===== src/rtl/demux16_rr_collector.sv =====
// 16-channel round-robin event collector. Latches one-bit events per channel and
// serialises them onto a single valid/ready output tagged with an MSB-first index.
module demux16_rr_collector (
  input  logic        clk,
  input  logic        rst_n,
  input  logic [15:0] req,
  input  logic [15:0] din,
  output logic        out_valid,
  input  logic        out_ready,
  output logic        out_data,
  output logic [3:0]  out_sel,
  output logic [15:0] overflow,
  input  logic        clr_ovf
);

  localparam logic [0:0] IDLE = 1'b0;
  localparam logic [0:0] HOLD = 1'b1;

  logic [0:0]  state;
  logic [15:0] pending;
  logic [15:0] data_q;
  logic [3:0]  ptr;

  logic        handshake;
  logic        load_en;
  logic [3:0]  scan_base;
  logic        grant_found;
  logic [3:0]  grant_idx;
  logic [3:0]  cand;
  logic [15:0] grant_onehot;

  assign handshake = (state == HOLD) && out_ready;
  assign load_en   = (state == IDLE) || handshake;

  // A back-to-back load scans from the word being handed off, not the stale pointer.
  assign scan_base = (state == HOLD) ? out_sel + 4'd1 : ptr;

  always_comb begin
    grant_found = 1'b0;
    grant_idx   = 4'd0;
    cand        = 4'd0;
    for (int k = 0; k < 16; k++) begin
      cand = scan_base + 4'(k);
      if (!grant_found && pending[cand]) begin
        grant_found = 1'b1;
        grant_idx   = cand;
      end
    end
  end

  assign grant_onehot = (load_en && grant_found) ? (16'd1 << grant_idx) : 16'd0;
  assign out_valid    = (state == HOLD);

  // A new request always wins over the grant clearing its pending bit.
  always_ff @(posedge clk or negedge rst_n) begin
    if (!rst_n) begin
      pending  <= 16'd0;
      data_q   <= 16'd0;
      overflow <= 16'd0;
    end else begin
      pending  <= (pending & ~grant_onehot) | req;
      data_q   <= (data_q & ~req) | (din & req);
      overflow <= (req & pending & ~grant_onehot) | (overflow & ~{16{clr_ovf}});
    end
  end

  always_ff @(posedge clk or negedge rst_n) begin
    if (!rst_n) begin
      state    <= IDLE;
      ptr      <= 4'd0;
      out_data <= 1'b0;
      out_sel  <= 4'd0;
    end else begin
      case (state)
        IDLE: begin
          if (grant_found) begin
            out_data <= data_q[grant_idx];
            out_sel  <= grant_idx;
            state    <= HOLD;
          end
        end
        HOLD: begin
          if (out_ready) begin
            ptr <= out_sel + 4'd1;
            if (grant_found) begin
              out_data <= data_q[grant_idx];
              out_sel  <= grant_idx;
            end else begin
              state <= IDLE;
            end
          end
        end
        default: state <= IDLE;
      endcase
    end
  end

endmodule


===== config.mk =====
export PLATFORM = sky130hd
export DESIGN_NAME = demux16_rr_collector
export DESIGN_NICKNAME = d
export VERILOG_FILES = /design/src/rtl/demux16_rr_collector.sv
export SDC_FILE = /design/constraint.sdc
export NUM_CORES = 1
export LEC_CHECK = 0
export ABC_AREA = 1
export BUFFER_PORTS_ARGS = -buffer_cell sky130_fd_sc_hd__buf_4
export CORE_MARGIN = 5
export CORE_UTILIZATION = 45
export DETAILED_ROUTE_END_ITERATION = 8
export PLACE_DENSITY_LB_ADDON = 0.2
export SLEW_MARGIN = 15
export SYNTH_ARGS = -nofsm -noshare
export SYNTH_HDL_FRONTEND = slang
export SYNTH_SLANG_ARGS = --single-unit
export TNS_END_PERCENT = 100

===== constraint.sdc =====
create_clock -name clk -period 6.92 [get_ports clk]
set_clock_uncertainty 0.1 [all_clocks]
set_input_delay 1.384 -clock clk [delete_from_list [all_inputs] [get_ports clk]]
set_output_delay 1.384 -clock clk [all_outputs]
set_load 0.01 [all_outputs]

# Word-level counts from Yosys, hierarchy flattened
# Cells that the tools add are included.
# word_totals
ff_bits,58
input_bits,36
output_inout_bits,22
elab_cells,166
# op_classes
add_sub_neg,16
order_cmp,17
eq_ne,1
shifts,1
muxes,77
bitwise,13
reduce_logical,34
# op_table
op,n
bitwise AND 16 bit,6
"< comparator 4 x 5 -> 1 bit, second input constant",17
2-to-1 mux 4 bit,19
binary-select mux 1 bit (select 4 bit),17
inverter 16 bit,3
OR 16 bit,3
2-to-1 mux 1 bit,37
"adder 4 bit, second input constant",8
logical AND 1 bit,17
"adder 4 x 3 -> 4 bit, second input constant",4
2-to-1 mux 16 bit,1
"left shift 1 x 4 -> 16 bit, first input constant",1
zero test 1 bit,15
"adder 4 x 1 -> 4 bit, second input constant",2
"adder 4 x 2 -> 4 bit, second input constant",2
case mux 4 bit (2 select lines),1
case mux 1 bit (2 select lines),2
"inequality test 2 bit, second input constant",1
AND reduction 2 bit,1
logical OR 1 bit,1
inverter 1 bit,1

# Longest topological paths before layout
# Gate-level depths: netlist of the first run.
# depth
depth_word,55
ltp_mapped,37

# Worst setup path after synthesis of the first run
# OpenSTA, ideal clock, no wires.
# synth_timing
path_kind,flip-flop to flip-flop
startpoint,register out_sel[1]
endpoint,register out_data
arrival_ps,4038
t_required_ps,6703
path_slack_ps,2666
path_stages_with_launch,33
path_buffers,3
path_cell_list,dfrtp_1 -> ha_1 -> inv_1 -> nand2_1 -> o21ai_2 -> buf_2 -> ha_1 -> inv_1 -> clkbuf_1 -> nand3_1 -> nand2_1 -> nand2_1 -> nand3_2 -> nand2_4 -> nor2_8 -> nand4_4 -> nor2_4 -> nand4_2 -> nor2_4 -> nand4_4 -> nor2_4 -> nand3_2 -> nand3_4 -> nand2_4 -> buf_6 -> nand2_1 -> nand2_1 -> nand2_1 -> nand3_1 -> nand3_1 -> nand2_1 -> nand2_1 -> nand2_1
# synth_via
elab_chain_len,55
# synth_lines
element,line_no,rtl
"start, declared",11,"output logic [3:0] out_sel,"
"start signal, assigned",78,out_sel <= grant_idx;
"start signal, assigned",87,out_sel <= grant_idx;
adder 4 x 1 -> 4 bit (*),36,assign scan_base = (state == HOLD) ? out_sel + 4'd1 : ptr;
2-to-1 mux 4 bit (*),36,
"parallel branches: the longest is 50 deep, another holds adder 4 x 1 -> 4 bit",-,
2-to-1 mux 1 bit (*),"76, 85",
2-to-1 mux 1 bit,83,if (out_ready) begin
case mux 1 bit (2 select lines) (*),74,case (state)
"end signal, assigned",77,out_data <= data_q[grant_idx];
"end signal, assigned",86,out_data <= data_q[grant_idx];
"end, declared",10,"output logic out_data,"
# Mark *: on every way between the ends. The select of a mux whose other input is x is not followed.
# A chain may end at the register's enable or synchronous reset.

# Worst setup path after layout of the first run
# layout_timing
startpoint,register out_sel[0]
endpoint,register overflow[6]
# layout_via
elab_chain_len,55
# layout_lines
element,line_no,rtl
adder 4 x 1 -> 4 bit (*),36,
2-to-1 mux 4 bit (*),36,
"parallel branches: the longest is 49 deep, another holds adder 4 x 1 -> 4 bit",-,
2-to-1 mux 16 bit (*),51,assign grant_onehot = (load_en && grant_found) ? (16'd1 << grant_idx) : 16'd0;
inverter 16 bit (*),63,overflow <= (req & pending & ~grant_onehot) | (overflow & ~{16{clr_ovf}});
bitwise AND 16 bit (*),63,
OR 16 bit (*),63,
"end signal, assigned",63,
"end, declared",12,"output logic [15:0] overflow,"
# Marked as above.

==> run summary, run 1 <==
Clock Latency Late Sink - 0.33 ns
Post-Synth XOR/XNOR Area - 0.00694
vias per inst - 5.40
Tmin final - 5.19 ns
Least-Margin Pin Slew - 0.717 ns
die height - 114 microns
largest family of logic cells by synthesized area - simple AND/OR/NAND/NOR gates
H-tree Lvls - 3
Num CTS Buffers - 9
Synth Area in Compound Gates - 0.0681
Final Cycle Share - 0.749
CTS tree - yes
Post-CTS Setup Repair Bufs - 0
Iter 0 DRT Violations - 404
I/O pin count - 58
Die Area - 13,000 sq um
number of detailed-route iterations in the first pass - 5
# resized after CTS - 0
DP Worst Slack - 1.81 ns
GRT Residual Overflow - 0
Avg Cell Area, Syn - 6.60 sq um
first-pass GRT wire length - 24,400 microns
worst r2r src - out_sel[0]
Unique masters post-synth - 42
final hold violation count - 0
Hold Path Class - reg2reg
DRT antenna net count - 0
GPL Wtd Cong - 1.00
Post-synth top flop - dfrtp_1
RSZ-0062 raised after global routing - false
GRT Util Overall - 0.235
Post-CTS Hold Buffers - 0
Post-route DRC - 0
crit end category - flip-flop
mux cell area share after synthesis - 0.0185
Placed Area - 5360 sq um
DP Wirelength - 11,800 microns
Adder-Cell Fraction of Synth Area - 0.0206
status - finished clean
root buffer cell - clkbuf_8
r2r setup slk - 1.73 ns
via count - 5,052
number of max-cap violations - 0
Cell Area, Synth - 4870 sq um
die width - 114 microns
clock sink count - 58
post-synthesis register bit count - 58
I/O Buffers - 57
worst hold slack - 0.379 ns
synthesis-to-layout area growth - 14.1%
Total Wirelength - 14,900 microns
CP Max Fanout - 21
critical path class - reg2reg
Slew headroom - 0.522
EDFF count, synth - 0
synthesized instance count - 737
Ys Warns - 0
Synth Area in Simple Gates - 0.511
initial antenna violation count - 0
Setup TNS - 0 ns
critical path arrival - 5.30 ns
vias in the first global route - 4,915
fin nets - 835
number of cell rows - 38
Initial Utilization - 0.455
crit start category - flip-flop
core area - 10,700 sq um
CP startpoint - out_sel[0]
Worst EP required - 7.03 ns
register area share after synthesis - 0.298
fraction of layout cells with a size suffix above 1 - 0.183
Final WS setup - 1.73 ns
Longest Clk Path Bufs - 2
Setup Viol. Count Final - 0
fmax - 193 MHz
Ant. Diodes - 0
Post-synth ARST share - 1.00
Clk pin slew, worst setup/hold paths - 0.08 ns
largest net degree at the start of global routing - 59
Wirelength per Cell - 15.9 microns
fin. max-slew vios - 0
post-route cell area - 5550 sq um
Syn Nets - 781
## metal layers
| metal | vias up | track usage | share of wire |
|---|---|---|---|
| met5 | - | 0 | 0 |
| met4 | 0 | 0.0776 | 0.021 |
| met3 | 21 | 0.0340 | 0.049 |
| met2 | 168 | 0.407 | 0.49 |
| met1 | 2370 | 0.300 | 0.44 |
| li1 | 2493 | - | - |
## kinds of logic after synthesis
group / count (synthesis)
compound gates: 53
xor+xnor: 3
fa+ha+maj: 8
buf+inv: 83
flops: 58
mux: 8
simple gates: 524
## layout by cell type (no fill, tap or decap), types with 2 or more instances in the layout
master,netlist,routed
nand3_2,13,13
clkbuf_8,0,9
nand2_8,2,2
o21ai_0,17,17
clkinvlp_4,0,3
buf_4,4,58
ha_1,8,8
o22ai_1,2,2
nand2_1,303,303
mux2_2,8,8
nand3_4,2,2
nand3_1,123,123
nand4_4,2,2
dfrtp_1,58,58
clkinv_1,3,3
inv_2,8,8
nor2_2,6,6
inv_1,57,57
nand3b_1,2,2
nand4_2,2,2
a21o_1,9,9
a21oi_1,6,6
a31oi_1,3,3
nand2_4,6,6
o21ai_1,9,9
nor2_4,4,4
nor2_1,35,35
xor2_1,2,2
nand2_2,13,13
o21a_1,2,2
nand4_1,7,7
## Yosys cell counts, types with 3 or more instances
library cell / instances / area (sq um)
buf_6: 6 / 67.6
nand2_1: 303 / 1140
clkbuf_1: 3 / 11.3
a21o_1: 9 / 67.6
buf_4: 4 / 30.0
a21oi_1: 6 / 30.0
a31oi_1: 3 / 18.8
ha_1: 8 / 100
dfrtp_1: 58 / 1450
nand2_4: 6 / 67.6
nor2_1: 35 / 131
inv_2: 8 / 30.0
clkinv_1: 3 / 11.3
mux2_2: 8 / 90.1
nor2_4: 4 / 45.0
nand3_2: 13 / 130
nand4_1: 7 / 43.8
o21ai_0: 17 / 85.1
inv_1: 57 / 214
nor2_2: 6 / 37.5
nand3_1: 123 / 616
o21ai_1: 9 / 45.0
nand2_2: 13 / 81.3
## final cells by class
type                    instances  area, sq um
clock inverters                 6         66.3
flip-flops and latches         58         1450
well taps                     140          175
fillers                      1094         5150
inverters                      68          255
clock buffers                  10          128
multi-input cells             596         3040
repair buffers                 58          435
## worst max-delay path, cell delays in order, from the launching register on
cell     delay, ns
dfrtp_1       0.61
ha_1          0.30
inv_1         0.13
nand2_1       0.08
o21ai_2       0.08
buf_4         0.28
ha_1          0.45
inv_1         0.31
nand3_1       0.12
nand2_1       0.11
nand2_1       0.10
nand3_2       0.12
nand2_4       0.08
nor2_8        0.13
nand4_4       0.11
nor2_4        0.14
nand4_2       0.11
nor2_4        0.17
nand2_1       0.08
nor2_2        0.15
nand2_2       0.10
o22ai_1       0.18
nand4_1       0.28
nor2_2        0.41
nand2_1       0.11
nand2_1       0.10
o21ai_1       0.07
## stage by stage
stage / cells / utilization
floorplan: 737 / -
global placement: 920 / 0.501
detailed placement: 920 / 0.501
CTS: 936 / 0.519
global route: 936 / 0.519
finish: 936 / 0.519
## path summary, 6_finish.rpt
path                                 to  depth (start not counted)
setup / recovery            overflow[6]                         26
hold / removal                flip-flop                          2
setup reg to reg            overflow[6]                         26
hold reg to reg               flip-flop                          2
max in group asynchronous   overflow[6]                          1
min in group asynchronous  overflow[10]                          1
Power of run 1 is not shown: default switching activity piles up to over one toggle a cycle in this logic, so the estimate is an artifact.
==> inputs of run 2 (changes only) <==
Clock period 6.92 ns to 4.2 ns, I/O delays scaled along.
==> run summary, run 2 (synthesized netlist as in run 1, its figures left out) <==
Iter 0 DRT Violations - 448 (+11%)
number of detailed-route iterations in the first pass - 7 (+2)
Setup Viol. Count Final - 0 (unchanged)
status - finished clean
Initial Utilization - 0.455 (unchanged)
Num CTS Buffers - 9 (unchanged)
most common cell after layout, fill and taps aside - nand2_1
Die Area - 13,000 sq um (unchanged)
die height - 114 microns (unchanged)
I/O Buffers - 57 (unchanged)
Wirelength per Cell - 16.7 microns (+5.4%)
fin. max-slew vios - 0 (unchanged)
Slowest cell on crit path - dfrtp_1
GRT Residual Overflow - 0 (unchanged)
CP Max Fanout - 8 (-62%)
Slew headroom - 0.506 (-0.0164)
crit start category - flip-flop
I/O pin count - 58 (unchanged)
most frequent cells in the layout - nand2_1 (280), nand3_1 (110), buf_4 (101), dfrtp_1 (58), inv_1 (49)
clock sink count - 58 (unchanged)
first-pass GRT wire length - 25,600 microns (+4.9%)
met1 wire length - 7070 microns (+7.2%)
Post-CTS Hold Buffers - 0 (unchanged)
Crit path largest cell delay - 0.38 ns (-0.23 ns)
Ant. Diodes - 0 (unchanged)
final hold violation count - 0 (unchanged)
fmax - 245 MHz (+27%)
DRT antenna net count - 0 (unchanged)
Worst EP required - 4.38 ns (-2.65 ns)
vias per inst - 5.46 (+1.1%)
crit end category - flip-flop
Fillers - 1,029 (-5.9%)
vias in the first global route - 5,028 (+2.3%)
H-tree Lvls - 3 (unchanged)
Post-route DRC - 0 (unchanged)
GRT Util Overall - 0.249 (+0.0142)
Met3 Wirelength - 1070 microns (+45%)
via count - 5,392 (+6.7%)
Least-Margin Pin Slew - 0.741 ns (+0.0246 ns)
Longest Clk Path Bufs - 2 (unchanged)
Clock Latency Late Sink - 0.34 ns (about the same)
Total Wirelength - 16,500 microns (+11%)
number of max-cap violations - 0 (unchanged)
largest net degree at the start of global routing - 59 (unchanged)
number of cell rows - 38 (unchanged)
fraction of layout cells with a size suffix above 1 - 0.304 (+0.121)
r2r setup slk - 0.12 ns (-1.61 ns)
GPL Wtd Cong - 0.976 (-2.7%)
critical path arrival - 4.26 ns (-1.04 ns)
die width - 114 microns (unchanged)
DP Wirelength - 12,400 microns (+5.9%)
CTS tree - yes
initial antenna violation count - 0 (unchanged)
Hold Path Class - reg2reg
Tmin final - 4.08 ns (-1.11 ns)
Top Layer Used - met4
RSZ-0062 raised after global routing - true
Layout Cells excl Fill - 988 (+5.6%)
Clk pin slew, worst setup/hold paths - 0.07 ns (about the same)
Final Cycle Share - 0.970 (+0.221)
footprint of the multi-input gates - 3360 sq um (+11%)
core area - 10,700 sq um (unchanged)
placed cell count - 953 (+3.6%)
met2 WL post-DR - 8010 microns (+11%)
root buffer cell - clkbuf_8
critical path class - reg2reg
FF/Latch Area - 1450 sq um (unchanged)
fin nets - 887 (+6.2%)
synthesis-to-layout area growth - 30.8%
-- run 2: cell count changes in the layout (fill, tap and decap cells not counted), moves of 8 or more --
cell,before,now
inv_1,57,49
nand2_1,303,280
nand2_2,13,33
nand3_2,13,23
buf_4,58,101
nor2_1,35,26
nand3_1,123,110
-- run 2: worst paths after layout --
path,start,end,cells after the start
hold reg to reg,flip-flop,flip-flop,2
setup reg to reg,out_sel[0],out_data,31
min in group asynchronous,rst_n,overflow[10],1
hold / removal,flip-flop,flip-flop,2
setup / recovery,out_sel[0],out_data,31
max in group asynchronous,rst_n,overflow[7],1
-- run 2: what timing repair did --
action | CTS | global route
pin swaps | 0 | 26
endpoints found under the setup margin | 33 | 36
buffers inserted | 0 | 19
resized for setup | 3 | 90
endpoints found under the hold margin | 0 | 0
-- run 2: cell type report --
cell class,count,share of cell area
clock buffers,12,0.0244
well taps,140,0.0275
repair buffers,110,0.138
clock inverters,4,0.0116
inverters,68,0.0419
multi-input cells,596,0.528
flip-flops and latches,58,0.228
-- run 2: worst max-delay path: cells and delay by family, from the launching register on --
kind / cells / cell delay (ns)
AOI/OAI and AO/OA: 1 / 0.23
adders and majority gates: 2 / 0.50
DFF: 1 / 0.38
and+or+nand+nor: 22 / 2.24
buffers and inverters: 6 / 0.55
-- run 2: per-stage QoR --
stage | util | setup WS [ns] | setup TNS [ns] | instance area (sq um) | hold WS [ns]
after floorplan | - | 0.0582 | 0 | 4870 | 0.342
after global placement | 0.525 | -0.197 | -2.96 | 5620 | 0.366
after detailed placement | 0.525 | -0.184 | -3.31 | 5620 | 0.365
after CTS | 0.548 | 0.0419 | 0 | 5860 | 0.383
after global routing | 0.595 | -0.0854 | -1.14 | 6360 | 0.421
final | 0.595 | 0.124 | 0 | 6360 | 0.386
-- run 2: layer usage --
metal / global-route usage / up-vias
met4: 0.0760 / 0
met2: 0.422 / 236
met1: 0.332 / 2517
met3: 0.0318 / 34
li1: - / 2605
met5: 0 / -
Power of run 2 is left out for the same reason.
